`src/rtl/pipemem_arbiter.sv`:
```
`default_nettype none
// ============================================================================
// Module      : pipemem_arbiter
// Description : Shares a single-port synchronous data memory between the
//               pipeline MEM stage and an auxiliary requester. Sequences
//               two-cycle loads, stalls the pipeline while the port is busy,
//               and gives the CPU fixed priority with a starvation override
//               that forces an aux grant after STARVE_LIMIT denied cycles.
// Revision    : 1.0 - initial release
// ============================================================================
module pipemem_arbiter #(
    parameter int STARVE_LIMIT = 4,
    parameter int CW           = 3
) (
    input  logic        clock,
    input  logic        reset,
    // pipeline MEM stage
    input  logic        cpu_req,
    input  logic        cpu_we,
    input  logic [31:0] cpu_addr,
    input  logic [31:0] cpu_wdata,
    output logic [31:0] cpu_rdata,
    output logic        cpu_stall,
    // auxiliary requester
    input  logic        aux_req,
    input  logic        aux_we,
    input  logic [31:0] aux_addr,
    input  logic [31:0] aux_wdata,
    output logic        aux_gnt,
    output logic        aux_rvalid,
    output logic [31:0] aux_rdata,
    // data memory
    output logic        mem_en,
    output logic        mem_we,
    output logic [31:0] mem_addr,
    output logic [31:0] mem_wdata,
    input  logic [31:0] mem_rdata
);

    typedef enum logic [1:0] {
        IDLE      = 2'd0,
        CPU_RDATA = 2'd1,
        AUX_RDATA = 2'd2
    } state_t;

    localparam logic [CW-1:0] LIMIT = CW'(STARVE_LIMIT);

    state_t        state;
    state_t        state_next;
    logic [CW-1:0] starve_cnt;
    logic          force_aux;
    logic          issue_cpu;
    logic          issue_aux;

    // Aux has waited long enough: it beats the CPU this cycle
    assign force_aux = aux_req && (starve_cnt == LIMIT);

    // Pick the winner of the memory port and the state that follows.
    // Outputs decode from the registered state plus the current requests so
    // a store or aux write completes in the cycle it is presented. Reset
    // suppresses every issue so nothing reaches memory while it is asserted.
    always_comb begin
        issue_cpu  = 1'b0;
        issue_aux  = 1'b0;
        cpu_stall  = 1'b0;
        state_next = IDLE;
        if (!reset) begin
            case (state)
                CPU_RDATA: begin
                    // cpu_req still belongs to the load being completed; the
                    // port is free for aux this cycle
                    if (aux_req) begin
                        issue_aux = 1'b1;
                    end
                end
                default: begin
                    if (cpu_req && !force_aux) begin
                        issue_cpu = 1'b1;
                        cpu_stall = !cpu_we;
                    end else if (aux_req) begin
                        issue_aux = 1'b1;
                        cpu_stall = cpu_req;
                    end
                end
            endcase
            if (issue_cpu && !cpu_we) begin
                state_next = CPU_RDATA;
            end else if (issue_aux && !aux_we) begin
                state_next = AUX_RDATA;
            end
        end
    end

    assign aux_gnt   = issue_aux;
    assign mem_en    = issue_cpu || issue_aux;
    assign mem_we    = issue_cpu ? cpu_we    : (issue_aux ? aux_we    : 1'b0);
    assign mem_addr  = issue_cpu ? cpu_addr  : (issue_aux ? aux_addr  : 32'd0);
    assign mem_wdata = issue_cpu ? cpu_wdata : (issue_aux ? aux_wdata : 32'd0);

    // Read data returns one cycle after issue; steer it to whoever issued it
    assign aux_rvalid = !reset && (state == AUX_RDATA);
    assign aux_rdata  = aux_rvalid ? mem_rdata : 32'd0;
    assign cpu_rdata  = (!reset && (state == CPU_RDATA)) ? mem_rdata : 32'd0;

    // State register and saturating count of consecutive denied aux cycles
    always_ff @(posedge clock) begin
        if (reset) begin
            state      <= IDLE;
            starve_cnt <= '0;
        end else begin
            state <= state_next;
            if (!aux_req || issue_aux) begin
                starve_cnt <= '0;
            end else if (starve_cnt != LIMIT) begin
                starve_cnt <= starve_cnt + CW'(1);
            end
        end
    end

endmodule
`default_nettype wire
```
`config.mk`:
```
export PLATFORM = sky130hd
export DESIGN_NAME = pipemem_arbiter
export DESIGN_NICKNAME = d
export VERILOG_FILES = /design/src/rtl/pipemem_arbiter.sv
export SDC_FILE = /design/constraint.sdc
export NUM_CORES = 1
export LEC_CHECK = 0
export ABC_CLOCK_PERIOD_IN_PS = 1850
export CORE_MARGIN = 10
export CORE_UTILIZATION = 24
export DETAILED_ROUTE_END_ITERATION = 6
export GPL_TIMING_DRIVEN = 0
export PLACE_DENSITY = 0.82
export RECOVER_POWER = 50
export SLEW_MARGIN = 20
export SYNTH_ARGS = -nofsm -noshare
export SYNTH_HDL_FRONTEND = slang
export SYNTH_SLANG_ARGS = --single-unit
```
`constraint.sdc`:
```
create_clock -name clock -period 1.85 [get_ports clock]
set_clock_uncertainty 0.15 [all_clocks]
set_input_delay 0.37 -clock clock [delete_from_list [all_inputs] [get_ports clock]]
set_output_delay 0.37 -clock clock [all_outputs]
set_load 0.005 [all_outputs]
```
==> flow_metrics.py, run 1 <==
metrics = {
    "cts": {
        "clock_pin_slew_on_the_worst_setup_and_hold_paths_ns": 0.04,
        "cts_buffer_depth": 2,
        "ctsRootBufferMaster": "sky130_fd_sc_hd__clkbuf_8",
        "cts_sinks": 5,
        "cts_tree": "built",
        "cts-hold-fix-buffers": 0,
        "worst_skew_pair.late_latency_ns": 0.23,
        "cts-buffers-inserted": 3,
        "cts.htree.levels": 1,
    },
    "yosys": {
        "mappedNetlistNets": 523,
        "synth.mux.area_fraction_pct": 0.430,
        "synth.ff_latch_count": 5,
        "synth_top_cell_area_share_pct": 18.8,
        "combinational_family_with_the_most_area_after_synthesis": "simple AND/OR/NAND/NOR gates",
        "simple_gate_fraction_of_synth_area_pct": 39.9,
        "synth_area_leader_cell": "sky130_fd_sc_hd__o311ai_1",
        "synthAdderAreaFrac_pct": 1.07,
        "syn_inst": 355,
        "ys_seq_area_share_pct": 4.30,
        "synth_xor_xnor_area_share_pct": 0,
        "post_synth_main_area_contributors": "sky130_fd_sc_hd__o311ai_1, sky130_fd_sc_hd__nand4_1, sky130_fd_sc_hd__and2_1, sky130_fd_sc_hd__a21oi_1, sky130_fd_sc_hd__o311ai_0",
        "synth_compound_area_share_pct": 39.2,
        "synthesis.yosys.warnings": 0,
        "yosysUniqueCellTypes": 33,
        "avgSynthCellArea_sq_um": 6.56,
        "syn-cell-area_sq_mm": 0.00233,
    },
    "worst_setup_path": {
        "critPathRequiredTime_ns": 1.33,
        "crit_slowest_cell": "sky130_fd_sc_hd__dfxtp_2",
        "timing.setup.critical_path_class": "reg2out",
        "end_kind": "primary output",
        "critical_path_source_type": "flip-flop",
        "biggest_fanout_along_the_worst_timing_path": 5,
        "critical_path.most_common_cell": "sky130_fd_sc_hd__buf_12",
        "r2r-start": "starve_cnt[0]",
        "cpLargestDelayFamily": "buffers and inverters",
        "cp.buffers_inverters": 4,
        "r2r.worst_path.cells": 8,
        "critical_path_cell_count": 8,
        "rr_endpoint": "starve_cnt[0]",
        "timing.critical_path.arrival_ns": 1.82,
        "timing.critical_path.cells": "inv_2, ha_4, and3_4, buf_12, buf_12, o311ai_4, a21oi_2, buf_2",
        "reg2reg_setup_slack_ns": 0.25,
        "critical-path-max-stage-delay_ns": 0.33,
    },
    "floorplan": {
        "design.core.area_sq_mm": 0.00933,
        "fp-row-count": 35,
        "design.portCount": 299,
        "die_width_um": 119,
        "die_height_um": 119,
        "die-area_sq_mm": 0.0140,
        "floorplan.initialDensity_pct": 25.0,
    },
    "placement": {
        "place_hpwl_mm": 14.2,
        "place.gp.congestion": 0.868,
        "place_worst_setup_slack_ns": -1.13,
        "post_dp_cell_area_sq_mm": 0.00546,
        "port-buffer-count": 296,
    },
    "sta": {
        "final_max_slew_viol_count": 0,
        "final_setup_violating_endpoints": 126,
        "worst_slew_pin_slew_ns": 0.699,
        "max_freq_ghz": 0.427,
        "worst_slack_ns": -0.493,
        "setup_repair_after_global_routing_missed_its_margin": "true",
        "min_period_over_period_pct": 127,
        "relSlewSlack_pct": 53.4,
        "timing.final.hold_violations": 0,
        "final.setup.tns_ns": -38.72,
        "min_period_ns": 2.34,
        "hold_ws_ns": 0.399,
    },
    "detailed_routing": {
        "route.detailed.wl_per_inst_um": 25.9,
        "dr_total_vias": 4839,
        "avgViaCountPerCell": 5.67,
        "drt_drc_violations_left": 0,
        "route.final.wire_length_mm": 22.1,
        "dr.pass1.iters": 5,
        "detailedRoute.firstIterationViolations": 386,
        "drt.antenna.violating_nets": 0,
    },
    "hold_path": {
        "hold_path_end": "starve_cnt[0]",
        "hold_path_startpoint": "starve_cnt[0]",
        "hp-class": "reg2reg",
        "holdPathStages": 2,
    },
    "power": {
        "ir_worst_vdd_uv": 212,
        "pwr_density_cell_mw_per_mm2": 214,
        "power_total_uw": 1620,
        "standby_leakage_power_uw": 0.00298,
    },
    "finish": {
        "filler_cell_count": 529,
        "layout_commonest_cell": "sky130_fd_sc_hd__clkdlybuf4s50_1",
        "final_area_sq_mm": 0.00756,
        "drive_gt1_share_pct": 54.6,
        "n_antenna_cell": 0,
        "syn_to_final_growth_pct": 225,
        "final_cell_mix": "sky130_fd_sc_hd__clkdlybuf4s50_1, sky130_fd_sc_hd__buf_6, sky130_fd_sc_hd__buf_2, sky130_fd_sc_hd__nand4_1, sky130_fd_sc_hd__o311ai_4",
        "final_net_count": 894,
    },
    "global_routing": {
        "wire_length_of_the_first_global_routing_pass_mm": 30.8,
        "vias_in_the_first_global_route": 5092,
        "grt_antenna_before_repair": 0,
        "grt_usage_pct": 27.1,
        "grt_start_max_net_pins": 11,
        "grt_overflow": 0,
    },
    "job": {
        "timing.max_cap.violations": 0,
    },
    "run_status": {
        "failed_checks": "negative setup slack",
        "result_of_the_run": "complete, but fails checks",
    },
}
==> sequential cells by signal, summed over array words and instances, names as in the netlist <==
register,flops
starve_cnt,3
state,2
==> per-stage QoR <==
stage               utilization [%]  cells
floorplan                         -    355
global placement               58.5    780
detailed placement             58.5    780
CTS                            76.5    847
global route                   81.0    854
finish                         81.0    854
==> tightest hold or removal path, cell delays in order (launching register included) <==
cell and delay [ns]:
sky130_fd_sc_hd__dfxtp_2 0.33, sky130_fd_sc_hd__buf_4 0.12, sky130_fd_sc_hd__nor4_1 0.05
==> synth_stat cells <==
cell	count
sky130_fd_sc_hd__nor3_1	1
sky130_fd_sc_hd__and3_4	1
sky130_fd_sc_hd__mux2i_1	1
sky130_fd_sc_hd__and2_1	64
sky130_fd_sc_hd__buf_6	7
sky130_fd_sc_hd__a31oi_1	1
sky130_fd_sc_hd__buf_1	2
sky130_fd_sc_hd__inv_2	1
sky130_fd_sc_hd__nand2_1	2
sky130_fd_sc_hd__a211oi_1	1
sky130_fd_sc_hd__nor2b_2	1
sky130_fd_sc_hd__nor3b_2	1
sky130_fd_sc_hd__buf_2	21
sky130_fd_sc_hd__nor2_1	2
sky130_fd_sc_hd__clkbuf_1	30
sky130_fd_sc_hd__nand2b_1	1
sky130_fd_sc_hd__buf_4	3
sky130_fd_sc_hd__o311ai_1	50
sky130_fd_sc_hd__or2b_1	1
sky130_fd_sc_hd__inv_1	2
sky130_fd_sc_hd__dfxtp_1	5
sky130_fd_sc_hd__nand2_2	1
sky130_fd_sc_hd__nand4_1	65
sky130_fd_sc_hd__nor2b_1	1
sky130_fd_sc_hd__ha_1	2
sky130_fd_sc_hd__clkbuf_4	1
sky130_fd_sc_hd__o311ai_0	15
sky130_fd_sc_hd__nor4b_2	1
sky130_fd_sc_hd__nor2_2	1
sky130_fd_sc_hd__nand3_2	1
sky130_fd_sc_hd__clkbuf_2	1
sky130_fd_sc_hd__a21oi_1	66
sky130_fd_sc_hd__nor4_1	2
==> where the power goes <==
| part | internal (uW) | total [uW] | switching, uW |
|---|---|---|---|
| Sequential | 111 | 114 | 3.33 |
| Combinational | 711 | 1290 | 579 |
| Clock | 149 | 215 | 65.6 |
==> layout make-up <==
class / count / area (sq um) / share of cell area (%)
Clock buffer: 4 / 45.0 / 0.596
Multi-Input combinational cell: 282 / 3210 / 42.4
Timing Repair Buffer: 370 / 3450 / 45.6
Buffer: 61 / 578 / 7.65
Tap cell: 129 / 161 / 2.14
Sequential cell: 5 / 108 / 1.42
Inverter: 3 / 11.3 / 0.149
==> worst max-delay path by stage <==
stage	startpoint	to	slack, ns
final	starve_cnt[0]	mem_wdata[21]	-0.49
after global routing	starve_cnt[0]	mem_wdata[1]	-0.54
after CTS	starve_cnt[1]	mem_wdata[17]	-0.51
after detailed placement	aux_req	mem_wdata[12]	-1.13
after global placement	aux_req	mem_wdata[12]	-1.09
after floorplan	starve_cnt[0]	mem_addr[13]	0.02
==> what timing repair did <==
item,4_1_cts,5_1_grt
resized for setup,681,184
gates cloned,13,3
setup buffers,50,22
setup endpoints to repair,133,133
pin swaps,73,60
==> layer usage <==
metal / part of all wire [%] / global-route usage (%) / vias up
met4: 3.2 / 8.24 / 0
met3: 6.7 / 6.33 / 47
met1: 36 / 26.8 / 2326
met2: 54 / 53.8 / 288
met5: 0 / 0 / -
li1: - / - / 2178
==> cells by family (layout without fill, tap and decap cells) <==
group | Yosys count | in the layout
compound gates | 133 | 133
simple gates | 146 | 146
fa+ha+maj | 2 | 2
flops | 5 | 5
mux | 1 | 1
buf+inv | 68 | 438
Power figures use the tool's default switching activity.
==> run 2: changes to the inputs <==
- SKIP_LAST_GASP: unset -> 1
==> run 2 against run 1 <==
  * Worst hold slack got worse by 0.022 ns
  * Combinational power barely moved
  * Global-route usage fell by 0.60 points
  * Power fell by 0.92%
  * Register-to-register slack got worse by 0.02 ns
  * First-iteration DRC count fell by 11%
  * Routed wire length fell by 0.36%
  * The run still ends with negative setup slack left
  * Count of clock-buffer cells in the layout did not move
  * Non-clock buffer count fell by 5
  * Cell count fell by 0.35%
==> flow_metrics.py, run 2 (synthesized netlist as in run 1, its figures left out) <==
metrics = {
    "hold_path": {
        "hp-class": "reg2reg",
        "hold_path_startpoint": "starve_cnt[0]",
    },
    "detailed_routing": {
        "drt.antenna.violating_nets": 0,
        "detailedRoute.firstIterationViolations": 344,
        "route.detailed.wl_per_inst_um": 25.9,
        "dr.pass1.iters": 7,
        "avgViaCountPerCell": 5.71,
        "drt_drc_violations_left": 0,
        "dr_total_vias": 4861,
        "route.final.wire_length_mm": 22.0,
    },
    "power": {
        "ir_worst_vdd_uv": 245,
        "standby_leakage_power_uw": 0.00278,
        "power_total_uw": 1600,
        "pwr_density_cell_mw_per_mm2": 213,
    },
    "worst_setup_path": {
        "timing.critical_path.arrival_ns": 1.82,
        "critical_path_source_type": "flip-flop",
        "r2r-start": "starve_cnt[0]",
        "critical-path-max-stage-delay_ns": 0.54,
        "biggest_fanout_along_the_worst_timing_path": 10,
        "timing.critical_path.cells": "nor3b_4, buf_6, buf_4, and2_1, clkdlybuf4s50_1",
        "reg2reg_setup_slack_ns": 0.23,
        "rr_endpoint": "state[1]",
        "timing.setup.critical_path_class": "reg2out",
        "end_kind": "primary output",
        "critPathLaunch": "state[0]",
        "critPathRequiredTime_ns": 1.33,
        "crit_path_end": "aux_rdata[25]",
        "crit_slowest_cell": "sky130_fd_sc_hd__clkdlybuf4s50_1",
        "r2r.worst_path.cells": 8,
    },
    "floorplan": {
        "design.core.area_sq_mm": 0.00933,
        "die_height_um": 119,
        "design.portCount": 299,
        "floorplan.initialDensity_pct": 25.0,
        "die-area_sq_mm": 0.0140,
        "fp-row-count": 35,
        "die_width_um": 119,
    },
    "placement": {
        "place_worst_setup_slack_ns": -1.13,
        "place.gp.congestion": 0.868,
        "port-buffer-count": 296,
        "place_hpwl_mm": 14.2,
    },
    "finish": {
        "layout_commonest_cell": "sky130_fd_sc_hd__clkdlybuf4s50_1",
        "syn_to_final_growth_pct": 223,
        "filler_cell_count": 523,
        "biggestRegsByFlops": "starve_cnt (3), state (2)",
        "final_net_count": 889,
        "largest_register_ff_count": 3,
        "seq_area_sq_um": 108,
        "multi_input_gate_area_in_the_final_layout_sq_mm": 0.00314,
        "registers.top_by_ff_count": "starve_cnt",
        "final_cell_mix": "sky130_fd_sc_hd__clkdlybuf4s50_1, sky130_fd_sc_hd__buf_6, sky130_fd_sc_hd__buf_2, sky130_fd_sc_hd__nand4_1, sky130_fd_sc_hd__o311ai_4",
        "drive_gt1_share_pct": 50.8,
    },
    "cts": {
        "cts_sinks": 5,
        "ctsRootBufferMaster": "sky130_fd_sc_hd__clkbuf_8",
        "worst_skew_pair.late_latency_ns": 0.23,
        "cts.htree.levels": 1,
        "cts_buffer_depth": 2,
        "clock_pin_slew_on_the_worst_setup_and_hold_paths_ns": 0.04,
        "cts_tree": "built",
        "cts-buffers-inserted": 3,
    },
    "sta": {
        "timing.final.hold_violations": 0,
        "setup_repair_after_global_routing_missed_its_margin": "true",
        "hold_ws_ns": 0.378,
        "max_freq_ghz": 0.427,
        "min_period_over_period_pct": 127,
        "worst_slew_pin_slew_ns": 0.677,
        "worst_slack_ns": -0.491,
        "relSlewSlack_pct": 54.9,
        "min_period_ns": 2.34,
        "final_max_slew_viol_count": 0,
        "final_setup_violating_endpoints": 128,
    },
    "global_routing": {
        "grt_usage_pct": 26.5,
        "grt_overflow": 0,
        "grt_start_max_net_pins": 11,
        "grt_antenna_before_repair": 2,
        "wire_length_of_the_first_global_routing_pass_mm": 30.3,
        "vias_in_the_first_global_route": 5005,
    },
    "run_status": {
        "result_of_the_run": "complete, but fails checks",
        "failed_checks": "negative setup slack",
    },
    "job": {
        "timing.max_cap.violations": 0,
    },
}
## run 2: cell count changes in the layout (fill, tap and decap cells not counted), sizes merged
cell,change
diode,+2
clkbuf,-16
clkdlybuf4s50,+26
buf,-8
clkdlybuf4s15,+1
dlymetal6s2s,-8
## run 2: worst min-delay path by stage
| stage | end | cells past startpoint |
|---|---|---|
| 2_1_floorplan | starve_cnt[0] | 1 |
| 3_3_place_gp | starve_cnt[0] | 1 |
| 3_5_place_dp | starve_cnt[0] | 1 |
| 4_1_cts | starve_cnt[0] | 2 |
| 5_1_grt | starve_cnt[0] | 2 |
| 6_report | starve_cnt[0] | 2 |
## run 2: area by class of cell
| type | instances | area share, % |
|---|---|---|
| Antenna cell | 2 | 0.0665 |
| Inverter | 3 | 0.150 |
| Multi-Input combinational cell | 282 | 41.7 |
| Sequential cell | 5 | 1.43 |
| Tap cell | 129 | 2.14 |
| Clock buffer | 4 | 0.598 |
| Buffer | 61 | 7.83 |
| Timing Repair Buffer | 365 | 46.0 |
## run 2: what timing repair did
| action | CTS | global route |
|---|---|---|
| hold buffers | 0 | 0 |
| pin swaps | 72 | 70 |
| resized for setup | 664 | 146 |
| setup endpoints to repair | 133 | 133 |
| buffers inserted | 50 | 22 |
| gates cloned | 13 | 0 |
## run 2: stage by stage
step           cell area (sq um)  util, %  instances  TNS, ns
6_report                    7530     80.7        851   -45.60
5_1_grt                     7530     80.7        851   -51.32
4_1_cts                     7050     75.6        847   -47.65
3_5_place_dp                5460     58.5        780  -105.33
3_3_place_gp                5460     58.5        780  -102.58
2_1_floorplan               2330        -        355        0
## run 2: critical path, delay by kind of cell, from the launching register on
kind                   cells  cell delay, ns
buffers and inverters      3            0.86
DFF                        1            0.36
and+or+nand+nor            2            0.36
## run 2: layer usage
| metal | routed length [um] | share of wire [%] | GRT usage [%] |
|---|---|---|---|
| met1 | 7940 | 36 | 27.0 |
| met2 | 11900 | 54 | 52.0 |
| met3 | 1470 | 6.7 | 5.81 |
| met4 | 767 | 3.5 | 7.94 |
| met5 | 0 | 0 | 0 |
## run 2: power by group
group | internal (uW) | switching [uW]
Clock | 149 | 64.6
Combinational | 705 | 571
Sequential | 111 | 3.24
Total | 964 | 639
==> run 3: changes to the inputs <==
- SKIP_LAST_GASP: 1 -> unset
==> results of run 3 <==
No change in the layout: final DEF, timing and power equal those of run 1.
